==> config.mk <==
export PLATFORM = sky130hd
export DESIGN_NAME = tsv_tier_serializer
export DESIGN_NICKNAME = d
export VERILOG_FILES = /design/src/rtl/tsv_link_pkg.sv /design/src/rtl/tsv_parity_fold.sv /design/src/rtl/tsv_tier_serializer.sv
export SDC_FILE = /design/constraint.sdc
export NUM_CORES = 1
export LEC_CHECK = 0
export ABC_CLOCK_PERIOD_IN_PS = 2200
export CAP_MARGIN = 20
export CELL_PAD_IN_SITES_DETAIL_PLACEMENT = 0
export CELL_PAD_IN_SITES_GLOBAL_PLACEMENT = 1
export CORE_MARGIN = 4
export CORE_UTILIZATION = 48
export CTS_CLUSTER_DIAMETER = 60
export DETAILED_ROUTE_END_ITERATION = 12
export DONT_BUFFER_PORTS = 1
export PLACE_DENSITY_LB_ADDON = 0.25
export RECOVER_POWER = 100
export SETUP_SLACK_MARGIN = 0.1
export SLEW_MARGIN = 20
export SYNTH_ARGS = -nofsm -noshare
export SYNTH_HDL_FRONTEND = slang
export SYNTH_SLANG_ARGS = --single-unit
==> constraint.sdc <==
create_clock -name clk1 -period 2.2 [get_ports clk1]
set_clock_uncertainty 0.05 [all_clocks]
set_input_delay 0.66 -clock clk1 [delete_from_list [all_inputs] [get_ports clk1]]
set_output_delay 0.66 -clock clk1 [all_outputs]
set_load 0.02 [all_outputs]
==> src/rtl/tsv_link_pkg.sv <==
// tsv_link_pkg
// Shared definitions for both ends of a TSV tier crossing. The transmit
// serializer and the receive deserializer both import this package.
//   tsv_state_e : link FSM states (PAR is only reached when
//                 TSV_LINK_PARITY_EN is defined)
//   nbeat()      : number of data beats per frame
//   beat_cnt_w() : width of the beat counter, never below 1 bit
package tsv_link_pkg;

  typedef enum logic [1:0] {
    IDLE = 2'd0,
    SEND = 2'd1,
    PAR  = 2'd2
  } tsv_state_e;

  function automatic int nbeat(input int data_w, input int lane_w);
    return data_w / lane_w;
  endfunction

  function automatic int beat_cnt_w(input int n);
    return (n <= 1) ? 1 : $clog2(n);
  endfunction

endpackage

==> src/rtl/tsv_parity_fold.sv <==
// tsv_parity_fold
// Lane-wise XOR accumulator for the optional parity beat. The accumulator is
// cleared when a new bundle is accepted, and every consumed data beat is
// folded into it. acc_next is the value the accumulator takes on the coming
// edge. The serializer registers acc_next directly into its parity-beat
// output, so the last data beat is already folded in by then.
// Ports:
//   clk1     : clock, rising edge
//   rst      : asynchronous active-high reset
//   clr      : clear the accumulator (bundle accepted)
//   fold     : XOR beat into the accumulator (beat consumed)
//   beat     : beat currently on the lanes
//   acc_next : accumulator value after this edge
//   acc      : registered accumulator
module tsv_parity_fold #(
  parameter int LANE_W = 8
) (
  input  logic              clk1,
  input  logic              rst,
  input  logic              clr,
  input  logic              fold,
  input  logic [LANE_W-1:0] beat,
  output logic [LANE_W-1:0] acc_next,
  output logic [LANE_W-1:0] acc
);

  always_comb begin
    acc_next = acc;
    if (clr) begin
      acc_next = '0;
    end else if (fold) begin
      acc_next = acc ^ beat;
    end
  end

  always_ff @(posedge clk1 or posedge rst) begin
    if (rst) begin
      acc <= '0;
    end else begin
      acc <= acc_next;
    end
  end

endmodule

==> src/rtl/tsv_tier_serializer.sv <==
// tsv_tier_serializer
// Transmit-side tier-crossing serializer. A DATA_W-bit bundle from the
// producing tier is sent over LANE_W TSV lanes as DATA_W/LANE_W beats,
// LSB-first, with a start-of-frame strobe. The far tier can hold the current
// beat with tsv_stall. Frames run back to back when in_valid is held.
// Optional macro TSV_LINK_PARITY_EN appends a parity beat (the lane-wise XOR
// of all data beats) to every frame.
// Ports:
//   clk1      : clock, rising edge
//   rst       : asynchronous active-high reset
//   in_valid  : producer presents a bundle
//   in_ready  : bundle accepted when in_valid && in_ready (combinational)
//   in_data   : bundle contents
//   tsv_data  : current beat on the lanes
//   tsv_vld   : tsv_data is a valid beat
//   tsv_sof   : first beat of a frame
//   tsv_par   : current beat is the parity beat (0 without the macro)
//   tsv_stall : far-tier backpressure; the current beat is held
//   busy      : a frame is in flight
//   frame_cnt : completed frames, wraps
module tsv_tier_serializer
  import tsv_link_pkg::*;
#(
  parameter int DATA_W = 32,
  parameter int LANE_W = 8,
  parameter int CNT_W  = 8
) (
  input  logic              clk1,
  input  logic              rst,
  input  logic              in_valid,
  output logic              in_ready,
  input  logic [DATA_W-1:0] in_data,
  output logic [LANE_W-1:0] tsv_data,
  output logic              tsv_vld,
  output logic              tsv_sof,
  output logic              tsv_par,
  input  logic              tsv_stall,
  output logic              busy,
  output logic [CNT_W-1:0]  frame_cnt
);

  localparam int NBEAT = nbeat(DATA_W, LANE_W);
  localparam int BW    = beat_cnt_w(NBEAT);
  localparam logic [BW-1:0] LAST_BEAT = BW'(NBEAT - 1);

  tsv_state_e        state, state_d;
  logic [DATA_W-1:0] shift, shift_d;
  logic [BW-1:0]     beat_cnt, beat_d;
  logic [CNT_W-1:0]  cnt_d;
  logic              final_beat;
  logic              accept;
  logic              frame_end;

  logic [LANE_W-1:0] data_d;
  logic              vld_d;
  logic              sof_d;
  logic              par_d;

`ifdef TSV_LINK_PARITY_EN
  logic [LANE_W-1:0] par_next;
  logic [LANE_W-1:0] par_acc;

  // Every accept starts a new frame, so accept alone clears the accumulator.
  // Only data beats are folded in; the parity beat itself is not.
  tsv_parity_fold #(
    .LANE_W (LANE_W)
  ) u_parity_fold (
    .clk1     (clk1),
    .rst      (rst),
    .clr      (accept),
    .fold     ((state == SEND) && !tsv_stall),
    .beat     (shift[LANE_W-1:0]),
    .acc_next (par_next),
    .acc      (par_acc)
  );

  assign final_beat = (state == PAR);
`else
  assign final_beat = (state == SEND) && (beat_cnt == LAST_BEAT);
`endif

  // in_ready depends combinationally on tsv_stall. This lets a new bundle be
  // accepted on the same edge that retires the last beat, so frames follow
  // each other with no gap.
  assign in_ready = !rst && ((state == IDLE) || (final_beat && !tsv_stall));
  assign accept   = in_valid && in_ready;

  always_comb begin
    state_d   = state;
    shift_d   = shift;
    beat_d    = beat_cnt;
    cnt_d     = frame_cnt;
    frame_end = 1'b0;

    case (state)
      IDLE: begin
        if (accept) begin
          state_d = SEND;
          shift_d = in_data;
          beat_d  = '0;
        end
      end
      SEND: begin
        if (!tsv_stall) begin
          shift_d = shift >> LANE_W;
          beat_d  = beat_cnt + 1'b1;
          if (beat_cnt == LAST_BEAT) begin
`ifdef TSV_LINK_PARITY_EN
            state_d = PAR;
`else
            frame_end = 1'b1;
`endif
          end
        end
      end
`ifdef TSV_LINK_PARITY_EN
      PAR: begin
        if (!tsv_stall) begin
          frame_end = 1'b1;
        end
      end
`endif
      default: begin
        state_d = IDLE;
      end
    endcase

    if (frame_end) begin
      cnt_d = frame_cnt + 1'b1;
      if (accept) begin
        state_d = SEND;
        shift_d = in_data;
        beat_d  = '0;
      end else begin
        state_d = IDLE;
      end
    end
  end

  // The lane outputs are computed from the next state and registered, so no
  // input has a combinational path to the TSV array.
  always_comb begin
    data_d = '0;
    vld_d  = (state_d != IDLE);
    sof_d  = 1'b0;
    par_d  = 1'b0;
    case (state_d)
      SEND: begin
        data_d = shift_d[LANE_W-1:0];
        sof_d  = (beat_d == '0);
      end
`ifdef TSV_LINK_PARITY_EN
      PAR: begin
        data_d = par_next;
        par_d  = 1'b1;
      end
`endif
      default: begin
        data_d = '0;
      end
    endcase
  end

  always_ff @(posedge clk1 or posedge rst) begin
    if (rst) begin
      state     <= IDLE;
      shift     <= '0;
      beat_cnt  <= '0;
      frame_cnt <= '0;
      tsv_data  <= '0;
      tsv_vld   <= 1'b0;
      tsv_sof   <= 1'b0;
      tsv_par   <= 1'b0;
      busy      <= 1'b0;
    end else begin
      state     <= state_d;
      shift     <= shift_d;
      beat_cnt  <= beat_d;
      frame_cnt <= cnt_d;
      tsv_data  <= data_d;
      tsv_vld   <= vld_d;
      tsv_sof   <= sof_d;
      tsv_par   <= par_d;
      busy      <= (state_d != IDLE);
    end
  end

endmodule

==> key figures <==
Timing
  – Setup TNS: 0 ns
  – Worst rel slew slack: 47.9%
  – Post-layout minimum cycle time: 2.07 ns
  – Fin. max-slew vios: 0
  – RSZ-0062 raised after global routing: no
  – Pin slew with the least headroom to its limit: just under 0.8 ns
  – Final hold violation count: 0
  – Period utilization: a little over nine tenths
  – Fmax: approximately 480 MHz
  – Final setup viols: 0

Floorplan
  – Top Ports: between 50 and 60
  – Die area: ~6300 sq um
  – Die Width: about 79 microns
  – Initial Utilization: 50.5%
  – Die Ht: around 80 microns
  – Placeable Area: 4850 sq um
  – Row count: 25

Synth
  – Unique masters post-synth: between 40 and 50
  – Synthesized flop and latch total: between 50 and 60
  – Post-synth EDFFs: 0
  – Synth Instances: 238
  – Share of synthesized registers carrying an async set or reset: 100%
  – Main synth FF type: dfrtp_1
  – Syn_area_per_cell: approximately 10 sq um
  – Mapped cell area: around 2400 sq um
  – Synth warn: 0
  – Sequential element share of the synthesized area: between 50% and 60%

Job
  – Maxcap violations: 0

Power
  – Max IR drop VDD: 0.356 mV
  – Pwr dens: between 800 and 900 nW/um^2
  – Sw frac: between 20% and 30%
  – Int Power: between 1.5 and 2 mW
  – Switch Pwr: between 0.6 and 0.7 mW
  – Sequential power share: a little under three fifths
  – Leakage: 1.26 nW
  – Pwr Total: approximately 2.3 mW
  – Combinational power share: 14.9%
  – Clock power frac: between 20% and 30%

Setup path
  – Req. time, crit path: 1.49 ns
  – Worst setup path category: flip-flop to primary output
  – Crit start category: flip-flop
  – R2R Setup Slk: approximately 0.22 ns
  – R2r endpoint: tsv_data[4]
  – CP max FO: 3
  – CP peak stage delay: roughly 0.37 ns
  – Crit end category: primary output
  – Reg2reg path depth: 6
  – Critical-path cell list: ha_1 > nand2b_4 > a211oi_2 > clkbuf_2
  – FF-to-FF Start: beat_cnt[1]
  – Worst EP arrival: about 1.4 ns
  – Slowest-stage cell, CP: dfrtp_1

Final layout
  – Filler cells: between 400 and 500
  – Area growth from synthesis to layout: 9.60%
  – Commonest non-fill, non-tap cells in the layout: dfrtp_1 (53), nand2_1 (36), nor2_1 (16)
  – Layout Utilization: around 55%
  – Ant diodes: 0
  – Layout cell share with drive strength beyond 1: 10.8%
  – Most common cell after layout, fill and taps aside: dfrtp_1
  – Post-layout nets: between 200 and 300

Clock network
  – Clock sinks: 54
  – Root Driver: clkbuf_8
  – CTS clk-pin slew, worst paths: ~0.1 ns
  – CTS tree: yes
  – Longest Clk Path Bufs: 2
  – CTS buffer count: 5
  – H-tree depth: 2
  – Later-pin clock latency in the skew report: about 0.31 ns

Run status
  – Status: complete, no violations

Route
  – Initial drt markers: between 100 and 150
  – Routed length per instance: 16.7 microns
  – Vias: 1727
  – TritonRoute pass-1 iters: 4
  – Remaining antenna violation count: 0
  – Final wirelength: between 5000 and 6000 microns
  – Drt drc: 0
  – Via/cell ratio: approximately 5.5

Min path
  – Worst Hold Class: primary input to asynchronous set/reset pin

Place
  – GPL Wtd Cong: about 0.8
  – I/O Buffers: 0
  – HPWL after DPL: between 3000 and 4000 microns

Global route
  – Global-route wire length before repair: ~8500 microns
  – Initial antenna violation count: 0
  – Total GRT Usage: between 10% and 20%
  – Pin count of the biggest net entering global routing: 39
  – Number of global-route vias before repair: approximately 1.7k
  – Grt ovf: 0
[repair_timing]
| action | in CTS | in global routing |
|---|---|---|
| pin swaps | 0 | 2 |
| hold buffers | 0 | 0 |
| endpoints found under the setup margin | 1 | 1 |
| resized for setup | 3 | 1 |
| setup buffers | 1 | 4 |
[per-stage QoR]
stage,setup WS [ns],cells,hold slack (ns),instance area [sq um]
2_1_floorplan,0.175,239,0.407,2460
3_3_place_gp,0.231,303,0.434,2570
3_5_place_dp,0.222,303,0.439,2570
4_1_cts,0.100,312,0.166,2710
5_1_grt,0.0550,316,0.303,2690
6_report,0.125,316,0.258,2690
[how the worst max path moves through the flow]
stage | from | to | slack [ns]
detailed placement | tsv_stall | in_ready | 0.22
global route | beat_cnt[0] | in_ready | 0.06
finish | beat_cnt[1] | in_ready | 0.13
global placement | tsv_stall | in_ready | 0.23
floorplan | rst | beat_cnt[0] | 0.18
CTS | state[1] | in_ready | 0.10
[worst max-delay path, delay by kind of cell (launching register included)]
kind / cells / cell delay, ns
buf+inv: 1 / 0.20
flops: 1 / 0.37
simple gates: 1 / 0.08
compound gates: 1 / 0.19
fa+ha+maj: 1 / 0.22
[state kept, by name, indices dropped and copies added (netlist names)]
register and count:
shift 32, tsv_sof 1, beat_cnt 2, busy 1, tsv_data 8, frame_cnt 8
state 2
[logic make-up after synthesis]
kind of cell	after synthesis	share of synthesized area [%]
compound gates	58	16.9
xor+xnor	7	2.50
fa+ha+maj	2	1.02
buf+inv	30	5.87
flops	54	55.2
mux	9	3.78
other cells	1	0.153
simple gates	77	14.6
[layout make-up]
cell class | instances | area [sq um] | share of cell area, %
sequential | 54 | 1350 | 50.4
multi-input combinational | 155 | 958 | 35.7
timing repair buffer | 18 | 128 | 4.75
tap | 67 | 83.8 | 3.12
clock buffer | 6 | 72.6 | 2.70
inverter | 14 | 52.6 | 1.96
clock inverter | 2 | 37.5 | 1.40
[power by group through the flow]
stage	sequential [mW]	combinational, mW	clock [mW]
2_1_floorplan	1.27	0.275	0
3_3_place_gp	1.31	0.319	0
3_5_place_dp	1.32	0.327	0
4_1_cts	1.30	0.354	0.671
5_1_grt	1.31	0.388	0.716
6_report	1.29	0.340	0.657
[layer usage]
layer  track usage, %  wire (microns)  vias up
met5                0               0        -
met1             24.0            2420      839
met4             6.36              31        0
met2             26.5            2480       45
li1                 -               -      841
met3             5.87             344        2
[synth_stat cells (2+ instances only)]
cell	count	area share (%)
dfrtp_1	54	55
nand2_1	36	5.5
nor2_1	16	2.5
inv_1	14	2.1
a21oi_1	10	2.0
o21a_1	8	2.5
o21ai_1	8	1.6
a222oi_1	7	2.9
mux2i_1	7	2.9
o21ai_0	7	1.4
o31ai_1	7	2.1
clkbuf_1	6	0.92
buf_4	5	1.5
nand3_1	5	1.0
xnor2_1	5	1.8
buf_2	4	0.82
nand2b_1	4	1.0
nor3_1	4	0.82
a22o_1	2	0.72
a31oi_1	2	0.51
ha_1	2	1.0
mux2_2	2	0.92
or3b_1	2	0.72
xor2_1	2	0.72
Note: power is estimated with default switching activity, not from simulation.
